**src/rtl/mul_repeated_add.sv**
```systemverilog
// Unsigned multiplier by repeated addition: A and B arrive on a shared bus after start,
// B counts down while A accumulates into P. Optional MUL_SWAP_EN swaps A/B so the count uses min(A,B).
module mul_repeated_add #(
   parameter int WIDTH = 8
) (
   input  logic               clk,
   input  logic               rst_n,
   input  logic               start,
   input  logic [WIDTH-1:0]   data_in,
   output logic [2*WIDTH-1:0] product,
   output logic               done,
   output logic               busy
);

   // state  | meaning
   // IDLE   | waiting for start, done=0
   // LOAD_A | capture A from data_in
   // LOAD_B | capture B from data_in, clear P
   // ADD    | P += A while B != 0, B counts down
   // DONE   | result held; done rises one edge after entry, leave once start seen low

   typedef enum logic [2:0] {
      S_IDLE   = 3'd0,
      S_LOAD_A = 3'd1,
      S_LOAD_B = 3'd2,
      S_ADD    = 3'd3,
      S_DONE   = 3'd4
   } state_t;

   state_t             state;
   logic [WIDTH-1:0]   a_reg;
   logic [WIDTH-1:0]   b_reg;
   logic               b_eqz;
   logic [2*WIDTH-1:0] a_ext;

   assign b_eqz = (b_reg == '0);
   assign a_ext = {{WIDTH{1'b0}}, a_reg};

`ifdef MUL_SWAP_EN
   logic first_add;
   logic swap_req;
   assign swap_req = first_add && (b_reg > a_reg);
`endif

   always_ff @(posedge clk) begin
      if (!rst_n) begin
         state   <= S_IDLE;
         a_reg   <= '0;
         b_reg   <= '0;
         product <= '0;
         done    <= 1'b0;
         busy    <= 1'b0;
`ifdef MUL_SWAP_EN
         first_add <= 1'b0;
`endif
      end else begin
         case (state)
            S_IDLE: begin
               done <= 1'b0;
               busy <= 1'b0;
               if (start) begin
                  state <= S_LOAD_A;
                  busy  <= 1'b1;
               end
            end
            S_LOAD_A: begin
               a_reg <= data_in;
               state <= S_LOAD_B;
            end
            S_LOAD_B: begin
               b_reg   <= data_in;
               product <= '0;
               state   <= S_ADD;
`ifdef MUL_SWAP_EN
               first_add <= 1'b1;
`endif
            end
            S_ADD: begin
`ifdef MUL_SWAP_EN
               first_add <= 1'b0;
               if (swap_req) begin
                  // spend one cycle so the counter holds the smaller operand
                  a_reg <= b_reg;
                  b_reg <= a_reg;
               end else
`endif
               if (!b_eqz) begin
                  product <= product + a_ext;
                  b_reg   <= b_reg - 1'b1;
               end else begin
                  state <= S_DONE;
                  busy  <= 1'b0;
               end
            end
            S_DONE: begin
               busy <= 1'b0;
               if (!done) begin
                  done <= 1'b1;
               end else if (!start) begin
                  done  <= 1'b0;
                  state <= S_IDLE;
               end
            end
            default: begin
               state <= S_IDLE;
               done  <= 1'b0;
               busy  <= 1'b0;
            end
         endcase
      end
   end

endmodule

```
**config.mk**
```make
export PLATFORM = sky130hd
export DESIGN_NAME = mul_repeated_add
export DESIGN_NICKNAME = d
export VERILOG_FILES = /design/src/rtl/mul_repeated_add.sv
export SDC_FILE = /design/constraint.sdc
export NUM_CORES = 1
export LEC_CHECK = 0
export BUFFER_PORTS_ARGS = -buffer_cell sky130_fd_sc_hd__buf_2
export CAP_MARGIN = 20
export CORE_MARGIN = 4
export CORE_UTILIZATION = 40
export CTS_CLUSTER_SIZE = 14
export DETAILED_ROUTE_END_ITERATION = 7
export PLACE_DENSITY_LB_ADDON = 0.08
export SETUP_SLACK_MARGIN = 0.1
export SYNTH_ARGS = -nofsm -noshare
export SYNTH_HDL_FRONTEND = slang
export SYNTH_SLANG_ARGS = --single-unit
```
**constraint.sdc**
```tcl
create_clock -name clk -period 5.9 [get_ports clk]
set_input_delay 1.18 -clock clk [delete_from_list [all_inputs] [get_ports clk]]
set_output_delay 1.18 -clock clk [all_outputs]
set_load 0.01 [all_outputs]
```
==> results of run 1 <==
-- synthesized netlist by cell type, types with 2 or more instances --
cell type,number
sky130_fd_sc_hd__nor4_1,3
sky130_fd_sc_hd__o21ai_0,17
sky130_fd_sc_hd__nand4_1,2
sky130_fd_sc_hd__nor2b_1,3
sky130_fd_sc_hd__or3_1,5
sky130_fd_sc_hd__mux2i_1,8
sky130_fd_sc_hd__a31oi_1,4
sky130_fd_sc_hd__a22oi_1,3
sky130_fd_sc_hd__nor3_1,3
sky130_fd_sc_hd__inv_1,8
sky130_fd_sc_hd__nand3_1,9
sky130_fd_sc_hd__o21a_1,4
sky130_fd_sc_hd__o2bb2ai_1,5
sky130_fd_sc_hd__nand2_1,16
sky130_fd_sc_hd__clkbuf_1,5
sky130_fd_sc_hd__a211o_1,2
sky130_fd_sc_hd__xor2_1,2
sky130_fd_sc_hd__or4_1,2
sky130_fd_sc_hd__nor2_1,31
sky130_fd_sc_hd__and2_1,4
sky130_fd_sc_hd__ha_1,10
sky130_fd_sc_hd__xnor2_1,4
sky130_fd_sc_hd__nand2b_1,3
sky130_fd_sc_hd__dfxtp_1,37
sky130_fd_sc_hd__o31ai_1,3
sky130_fd_sc_hd__a21oi_1,23
sky130_fd_sc_hd__buf_2,4
sky130_fd_sc_hd__o211ai_1,5
sky130_fd_sc_hd__nor3b_1,2
-- metal layers --
| metal | share of wire | track usage |
|---|---|---|
| met5 | 0 | 0 |
| met4 | 0.0094 | 0.0524 |
| met3 | 0.039 | 0.0436 |
| met2 | 0.45 | 0.260 |
| met1 | 0.50 | 0.224 |
-- final cells by class --
| class | instances | area, um^2 | area share |
|---|---|---|---|
| multi-input cells | 185 | 1170 | 0.520 |
| flip-flops and latches | 37 | 741 | 0.330 |
| repair buffers | 28 | 140 | 0.0625 |
| well taps | 67 | 83.8 | 0.0374 |
| clock buffers | 6 | 72.6 | 0.0323 |
| inverters | 8 | 30.0 | 0.0134 |
| clock inverters | 2 | 10.0 | 0.00446 |
-- worst max-delay path: stages, from the launching register on --
cell	delay, ns
sky130_fd_sc_hd__dfxtp_1	0.38
sky130_fd_sc_hd__inv_1	0.11
sky130_fd_sc_hd__ha_1	0.22
sky130_fd_sc_hd__nor4bb_1	0.14
sky130_fd_sc_hd__a21oi_1	0.78
sky130_fd_sc_hd__o21ai_1	0.34
sky130_fd_sc_hd__or4_1	0.54
sky130_fd_sc_hd__a21oi_1	0.14
-- stage by stage --
| step | std cells | worst slack (ns) | area [um^2] | hold WS, ns | total power, mW |
|---|---|---|---|---|---|
| 2_1_floorplan | 239 | 3.80 | 1970 | 0.465 | 0.332 |
| 3_3_place_gp | 325 | 3.31 | 2160 | 0.467 | 0.353 |
| 3_5_place_dp | 325 | 3.21 | 2160 | 0.463 | 0.352 |
| 6_report | 333 | 3.18 | 2240 | 0.474 | 0.521 |
| 5_1_grt | 333 | 2.95 | 2240 | 0.509 | 0.551 |
| 4_1_cts | 333 | 3.18 | 2240 | 0.475 | 0.527 |
-- worst min path at each step --
stage / from / end / slack [ns] / cells after the start
after global placement: product[0] / product[0] / 0.47 / 2
after CTS: product[4] / product[4] / 0.48 / 2
final: product[4] / product[4] / 0.47 / 2
after global routing: product[7] / product[7] / 0.51 / 1
after detailed placement: product[4] / product[4] / 0.46 / 2
after floorplan: a_reg[0] / a_reg[0] / 0.46 / 2
-- logic make-up after synthesis --
kind of cell | share of synthesized area
adders and majority gates | 0.0737
and+or+nand+nor | 0.230
xor gates and xnor gates | 0.0267
muxes | 0.0406
DFF | 0.376
buffers and inverters | 0.0349
AOI/OAI and AO/OA | 0.218
-- power by group through the flow --
| stage | clock [mW] | sequential (mW) | combinational [mW] |
|---|---|---|---|
| after floorplan | 0 | 0.272 | 0.0596 |
| after global placement | 0 | 0.276 | 0.0765 |
| after detailed placement | 0 | 0.276 | 0.0757 |
| after CTS | 0.180 | 0.270 | 0.0760 |
| after global routing | 0.192 | 0.272 | 0.0862 |
| final | 0.175 | 0.270 | 0.0756 |
==> flow_metrics.py, run 1 <==
metrics = {
    "power": {
        "comb_power_share": 0.145,
        "power_internal_mw": 0.371,
        "power_frac_clock": 0.336,
        "cellLeakagePower_nw": 0.865,
        "seqPwrFrac": 0.519,
        "power.share.switching": 0.287,
        "switching_power_mw": 0.150,
        "power-per-cell-area_nw_per_um2": 232,
        "vdd_ir_drop_max_uv": 99.7,
    },
    "flow_run": {
        "drv_cap": 0,
    },
    "final_layout": {
        "num-fill-cells": 492,
        "final_core_util": 0.472,
        "layout-area-overhead-vs-synth_pct": 13.8,
        "largest_reg_flops": 16,
        "drive_gt1_frac": 0.143,
        "final_nets": 287,
        "insertedDiodeCount": 0,
        "mostFrequentLayoutCells": "sky130_fd_sc_hd__dfxtp_1 (37), sky130_fd_sc_hd__nor2_1 (31), sky130_fd_sc_hd__buf_2 (28)",
        "most_frequent_standard_cell_in_the_layout_excluding_fill_and_tap_cells": "sky130_fd_sc_hd__dfxtp_1",
    },
    "yosys": {
        "synthArstFlopShare": 0,
        "synth_edf_count": 0,
        "ys_top_cells_by_area": "sky130_fd_sc_hd__dfxtp_1 (38%), sky130_fd_sc_hd__ha_1 (6.3%), sky130_fd_sc_hd__nor2_1 (5.9%), sky130_fd_sc_hd__a21oi_1 (5.8%), sky130_fd_sc_hd__o21ai_0 (4.3%)",
        "postSynth.topFlopCell": "sky130_fd_sc_hd__dfxtp_1",
        "ys_seq_elements": 37,
        "post_synth_inst_count": 239,
        "ys_warn_count": 0,
        "synthDistinctLibCells": 41,
        "synth.net_count": 261,
        "seq_area_frac_synth": 0.376,
        "synth.top_cell.area_share": 0.376,
        "yosysTopAreaCell": "sky130_fd_sc_hd__dfxtp_1",
        "mappedNetlistArea_um2": 1970,
        "synth.avg_cell_area_um2": 8.25,
    },
    "routing": {
        "wl_um": 4690,
        "detail_route.first_pass.iterations": 4,
        "avgRoutedWirePerCell_um": 14.1,
        "routed-via-count": 1769,
        "first_iter_violations": 132,
        "detail_route.drc_violations": 0,
        "ant_nets": 0,
        "vias_per_cell": 5.31,
    },
    "worst_setup_path": {
        "critPathLaunch": "b_reg[0]",
        "worstPathMaxFanout": 12,
        "worstPathRequired_ns": 6.12,
        "timing.reg2reg.worst_path_depth": 7,
        "setup.worst_path.class": "flop to flop",
        "timing.reg2reg.setup_slack_ns": 3.18,
        "reg2reg_to": "product[15]",
        "reg2reg_from": "b_reg[0]",
        "worst_setup_path_start_kind": "flop",
        "endpoint_kind": "flop",
        "capture_point_of_the_critical_path": "product[15]",
        "critical_path_arrival_ns": 2.94,
    },
    "die": {
        "die_y_um": 78.2,
        "initial_core_util": 0.414,
        "floorplan.core_area_um2": 4750,
        "placementRows": 25,
        "die_w_um": 78.2,
        "die-area_um2": 6110,
        "io_pins": 29,
    },
    "timing": {
        "slew_headroom": 0.307,
        "final-setup-viol-count": 0,
        "final-max-slew-violation-count": 0,
        "min_period_over_period": 0.461,
        "grt_setup_unrepaired": "false",
        "finalHoldViolCount": 0,
        "maxClockFrequency_mhz": 367,
        "timing.clock.skew_ns": 0.00213,
        "setup-tns-final_ns": 0,
        "worst_slew_pin_slew_ns": 1.03,
        "final.min_clock_period_ns": 2.72,
    },
    "global_routing": {
        "overflow": 0,
        "grt_first_pass_wirelength_um": 8180,
        "track_usage": 0.167,
        "pin_count_of_the_biggest_net_entering_global_routing": 24,
        "grt_antenna_before_repair": 0,
        "number_of_global_route_vias_before_repair": 1737,
    },
    "clock_network": {
        "number_of_clock_buffers_inserted_by_tritoncts": 5,
        "cts.reportedPaths.clkPinSlew_ns": 0.08,
        "insertion_delay_ns": 0.29,
        "ctsRootBufferMaster": "sky130_fd_sc_hd__clkbuf_8",
        "tritoncts": "done",
        "clock_tree.buffer_depth": 2,
        "postCtsHoldBufs": 0,
        "h-tree-depth": 2,
        "cts_repair_resize_count": 0,
        "cts.sinks": 37,
        "post_cts_setup_buffer_count": 0,
    },
    "place": {
        "finalWeightedCongestion": 0.837,
        "place_hpwl_um": 3320,
        "port_buf_inserts": 28,
    },
    "status": {
        "result_of_the_run": "finished, final reports clean",
    },
    "worst_hold_path": {
        "worstHoldPathType": "flop to flop",
    },
}
Note: power is estimated with default switching activity, not from simulation.
==> run 2, diff against run 1 <==
==> constraint.sdc (replaced) <==
create_clock -name clk -period 2.5 [get_ports clk]
set_input_delay 0.5 -clock clk [delete_from_list [all_inputs] [get_ports clk]]
set_output_delay 0.5 -clock clk [all_outputs]
set_load 0.01 [all_outputs]
==> run 2 against run 1 <==
Count of clock-buffer cells in the layout increased by 1. Clock power increased to 2.6 times the previous value. Design area increased by 3.3%. Worst setup slack got worse by 2.9 ns. Critical path depth increased by 1. Non-clock buffer count increased by 7. Critical path type unchanged. Highest routed layer unchanged.
==> flow_metrics.py, run 2 (synthesis gave the netlist of run 1 again) <==
metrics = {
    "timing": {
        "finalHoldViolCount": 0,
        "hold_slack_ns": 0.474,
        "final-max-slew-violation-count": 0,
        "min_period_over_period": 0.884,
        "worst_slew_pin_slew_ns": 0.491,
        "timing.clock.skew_ns": 0.00763,
        "slew_headroom": 0.670,
        "final-setup-viol-count": 0,
        "maxClockFrequency_mhz": 453,
        "grt_setup_unrepaired": "false",
        "final.min_clock_period_ns": 2.21,
        "layout_setup_ws_ns": 0.291,
        "setup-tns-final_ns": 0,
    },
    "clock_network": {
        "clock_tree.buffer_depth": 2,
        "cts.reportedPaths.clkPinSlew_ns": 0.07,
        "insertion_delay_ns": 0.29,
        "number_of_clock_buffers_inserted_by_tritoncts": 5,
        "h-tree-depth": 2,
        "tritoncts": "done",
        "ctsRootBufferMaster": "sky130_fd_sc_hd__clkbuf_8",
        "cts.sinks": 37,
    },
    "global_routing": {
        "overflow": 0,
        "track_usage": 0.165,
        "grt_antenna_before_repair": 0,
        "number_of_global_route_vias_before_repair": 1690,
        "pin_count_of_the_biggest_net_entering_global_routing": 20,
        "grt_first_pass_wirelength_um": 8120,
    },
    "worst_hold_path": {
        "worstHoldPathType": "input port to flop",
    },
    "place": {
        "port_buf_inserts": 28,
        "place_hpwl_um": 3500,
        "finalWeightedCongestion": 0.847,
        "pre_cts_ws_ns": 0.272,
    },
    "worst_setup_path": {
        "endpoint_kind": "flop",
        "critical_path_arrival_ns": 2.43,
        "timing.reg2reg.setup_slack_ns": 0.29,
        "worst_setup_path_start_kind": "flop",
        "worstPathRequired_ns": 2.72,
        "worstPathMaxFanout": 6,
        "setup.worst_path.class": "flop to flop",
    },
    "power": {
        "vdd_ir_drop_max_uv": 308,
        "power-per-cell-area_nw_per_um2": 556,
        "cellLeakagePower_nw": 0.907,
    },
    "die": {
        "floorplan.core_area_um2": 4750,
        "initial_core_util": 0.414,
        "die_y_um": 78.2,
        "die-area_um2": 6110,
        "die_w_um": 78.2,
        "placementRows": 25,
        "io_pins": 29,
    },
    "status": {
        "result_of_the_run": "finished, final reports clean",
    },
    "routing": {
        "ant_nets": 0,
        "detail_route.first_pass.iterations": 4,
        "routed-via-count": 1794,
        "avgRoutedWirePerCell_um": 14.0,
        "vias_per_cell": 5.28,
        "detail_route.drc_violations": 0,
        "first_iter_violations": 90,
        "wl_um": 4760,
    },
    "final_layout": {
        "insertedDiodeCount": 0,
        "layout-area-overhead-vs-synth_pct": 17.6,
        "largest_reg_flops": 16,
        "mostFrequentLayoutCells": "sky130_fd_sc_hd__dfxtp_1 (37), sky130_fd_sc_hd__nor2_1 (31), sky130_fd_sc_hd__buf_2 (28)",
        "drive_gt1_frac": 0.172,
        "most_frequent_standard_cell_in_the_layout_excluding_fill_and_tap_cells": "sky130_fd_sc_hd__dfxtp_1",
        "num-fill-cells": 495,
        "final_nets": 294,
    },
    "flow_run": {
        "drv_cap": 0,
    },
}
run 2: final timing paths:
path / startpoint / end / cells past startpoint
worst max-delay path: product[0] / product[14] / 8
worst min-delay path: data_in[1] / a_reg[1] / 3
worst max register to register: product[0] / product[14] / 8
worst min register to register: product[4] / product[4] / 2
run 2: layout make-up:
cell class | count | area (um^2) | area share
flip-flops and latches | 37 | 741 | 0.320
clock buffers | 7 | 96.3 | 0.0416
multi-input cells | 185 | 1170 | 0.504
repair buffers | 35 | 193 | 0.0832
well taps | 67 | 83.8 | 0.0362
inverters | 8 | 30.0 | 0.0130
clock inverters | 1 | 5.00 | 0.00216
run 2: repair_timing:
action | 4_1_cts | 5_1_grt
endpoints found under the setup margin | 0 | 2
hold buffers | 0 | 0
gates resized for setup | 0 | 1
buffers inserted | 0 | 2
run 2: worst max-delay path: stages, from the launching register on:
cell and delay, ns:
sky130_fd_sc_hd__dfxtp_1 0.36, sky130_fd_sc_hd__ha_1 0.19, sky130_fd_sc_hd__inv_1 0.06, sky130_fd_sc_hd__fa_1 0.39, sky130_fd_sc_hd__nor2b_2 0.15, sky130_fd_sc_hd__o31ai_1 0.11
sky130_fd_sc_hd__a211o_1 0.38, sky130_fd_sc_hd__or3_1 0.36, sky130_fd_sc_hd__a21oi_1 0.14
run 2: routing by layer:
layer | vias up | routed length [um] | track usage
met2 | 34 | 2170 | 0.255
met4 | 0 | 23 | 0.0490
met1 | 825 | 2420 | 0.227
met5 | - | 0 | 0
met3 | 4 | 152 | 0.0424
li1 | 931 | - | -
run 2: power breakdown:
part           internal (mW)  switching [mW]
combinational         0.0779           0.113
clock                  0.249           0.211
sequential             0.614          0.0253
total                  0.941           0.349
run 2: through the flow:
step | power [mW] | cell area [um^2] | utilization | instances
after CTS | 1.31 | 2300 | 0.484 | 338
after detailed placement | 0.842 | 2200 | 0.462 | 330
final | 1.29 | 2320 | 0.487 | 340
after global placement | 0.842 | 2200 | 0.462 | 330
after global routing | 1.35 | 2320 | 0.487 | 340
after floorplan | 0.783 | 1970 | - | 239
==> run 3, diff against run 2 <==
--- a/config.mk
+++ b/config.mk
@@ -12,6 +12,7 @@
 export CTS_CLUSTER_SIZE = 14
 export DETAILED_ROUTE_END_ITERATION = 7
 export PLACE_DENSITY_LB_ADDON = 0.08
+export RECOVER_POWER = 25
 export SETUP_SLACK_MARGIN = 0.1
 export SYNTH_ARGS = -nofsm -noshare
 export SYNTH_HDL_FRONTEND = slang
==> constraint.sdc (replaced) <==
create_clock -name clk -period 2.2 [get_ports clk]
set_input_delay 0.44 -clock clk [delete_from_list [all_inputs] [get_ports clk]]
set_output_delay 0.44 -clock clk [all_outputs]
set_load 0.01 [all_outputs]
==> run 3 against run 2 <==
Power up 10%. Global-route usage up 0.27 points. Clock power up 2%. Die area unchanged. Critical path type unchanged. Register-to-register slack worse by 0.12 ns. First-iteration DRC count up 13%.
==> flow_metrics.py, run 3 (synthesis gave the netlist of run 1 again) <==
metrics = {
    "status": {
        "result_of_the_run": "finished, final reports clean",
    },
    "clock_network": {
        "h-tree-depth": 2,
        "tritoncts": "done",
        "ctsRootBufferMaster": "sky130_fd_sc_hd__clkbuf_8",
        "insertion_delay_ns": 0.29,
        "postCtsHoldBufs": 0,
        "number_of_clock_buffers_inserted_by_tritoncts": 5,
        "cts.reportedPaths.clkPinSlew_ns": 0.07,
        "clock_tree.buffer_depth": 2,
        "cts.sinks": 37,
    },
    "routing": {
        "vias_per_cell": 5.28,
        "detail_route.first_pass.iterations": 4,
        "wl_um": 4860,
        "ant_nets": 0,
        "routed-via-count": 1826,
        "first_iter_violations": 102,
        "detail_route.drc_violations": 0,
        "avgRoutedWirePerCell_um": 14.0,
    },
    "final_layout": {
        "insertedDiodeCount": 0,
        "most_frequent_standard_cell_in_the_layout_excluding_fill_and_tap_cells": "sky130_fd_sc_hd__dfxtp_1",
        "mostFrequentLayoutCells": "sky130_fd_sc_hd__dfxtp_1 (35), sky130_fd_sc_hd__nor2_1 (31), sky130_fd_sc_hd__a21oi_1 (22)",
        "layout-area-overhead-vs-synth_pct": 20.5,
        "final_nets": 300,
        "drive_gt1_frac": 0.183,
        "largest_reg_flops": 16,
    },
    "die": {
        "io_pins": 29,
        "placementRows": 25,
        "initial_core_util": 0.414,
        "die-area_um2": 6110,
        "die_y_um": 78.2,
        "die_w_um": 78.2,
        "floorplan.core_area_um2": 4750,
    },
    "timing": {
        "worst_slew_pin_slew_ns": 0.751,
        "grt_setup_unrepaired": "true",
        "setup-tns-final_ns": 0,
        "timing.clock.skew_ns": 0.00806,
        "final.min_clock_period_ns": 2.03,
        "min_period_over_period": 0.923,
        "final-max-slew-violation-count": 0,
        "slew_headroom": 0.499,
        "finalHoldViolCount": 0,
        "maxClockFrequency_mhz": 493,
        "hold_slack_ns": 0.404,
        "final-setup-viol-count": 0,
    },
    "worst_setup_path": {
        "critical-path-slowest-cell": "sky130_fd_sc_hd__or3_4",
        "critical_path_arrival_ns": 2.25,
        "critical_path_buf_inv_count": 1,
        "crit_path_max_incr_delay_ns": 0.38,
        "worstPathRequired_ns": 2.42,
        "endpoint_kind": "flop",
        "critical_path_s_top_delay_family": "simple AND/OR/NAND/NOR gates",
        "critPathLaunch": "product[0]",
        "reg2reg_from": "product[0]",
        "setup.worst_path.class": "flop to flop",
        "worstPathMaxFanout": 5,
        "path_cells": "ha_4 -> inv_2 -> fa_2 -> nor2b_4 -> o31ai_4 -> a211o_1 -> or3_4 -> a21oi_2",
        "worst_setup_path_start_kind": "flop",
    },
    "flow_run": {
        "drv_cap": 0,
    },
    "worst_hold_path": {
        "worstHoldPathType": "input port to flop",
        "worst_hold_startpoint": "data_in[1]",
    },
    "global_routing": {
        "overflow": 0,
        "grt_antenna_before_repair": 0,
        "pin_count_of_the_biggest_net_entering_global_routing": 18,
        "track_usage": 0.168,
        "grt_first_pass_wirelength_um": 8160,
        "number_of_global_route_vias_before_repair": 1712,
    },
    "power": {
        "power_mw": 1.42,
        "cellLeakagePower_nw": 0.873,
        "vdd_ir_drop_max_uv": 259,
        "power-per-cell-area_nw_per_um2": 597,
    },
    "place": {
        "finalWeightedCongestion": 0.800,
        "place_hpwl_um": 3520,
        "port_buf_inserts": 28,
    },
}
[run 3: layout make-up]
class | instances | area [um^2]
clock buffer | 6 | 72.6
clock inverter | 2 | 10.0
inverter | 8 | 30.0
multi-input combinational | 185 | 1210
sequential | 37 | 743
timing repair buffer | 41 | 223
tap | 67 | 83.8
fill | 510 | 2380
[run 3: what timing repair did]
| item | 4_1_cts | 5_1_grt |
|---|---|---|
| pin swaps | 1 | 7 |
| endpoints found under the hold margin | 0 | 0 |
| gates resized for setup | 4 | 13 |
| setup buffers | 1 | 2 |
| setup endpoints to repair | 3 | 5 |
[run 3: final timing paths]
kind | end | slack [ns] | cells after the start
worst max-delay path | product[14] | 0.17 | 8
worst min-delay path | a_reg[1] | 0.40 | 3
worst max register to register | product[14] | 0.17 | 8
worst min register to register | product[15] | 0.48 | 2
[run 3: per-stage QoR]
step                      cells   util  worst slack (ns)  area, um^2
after floorplan             239      -             0.104        1970
after global placement      335  0.470            0.0873        2240
after detailed placement    335  0.470            0.0277        2240
after CTS                   344  0.492             0.118        2340
after global routing        346  0.499            0.0540        2370
final                       346  0.499             0.170        2370
[run 3: metal layers]
metal,GRT usage,up-vias,share of wire
met4,0.0472,0,0.0066
li1,-,945,-
met1,0.232,840,0.53
met2,0.259,39,0.43
met3,0.0436,2,0.035
met5,0,-,0
[run 3: worst register-to-register path: cells and delay by family, from the launching register on]
family	cells	cell delay [ns]
simple gates	2	0.54
compound gates	3	0.52
fa+ha+maj	2	0.51
flops	1	0.37
buf+inv	1	0.04
[run 3: report_power, final]
part           total [mW]  switching, mW  internal [mW]
clock network       0.469          0.249          0.220
logic               0.225          0.132         0.0929
registers           0.724         0.0269          0.698
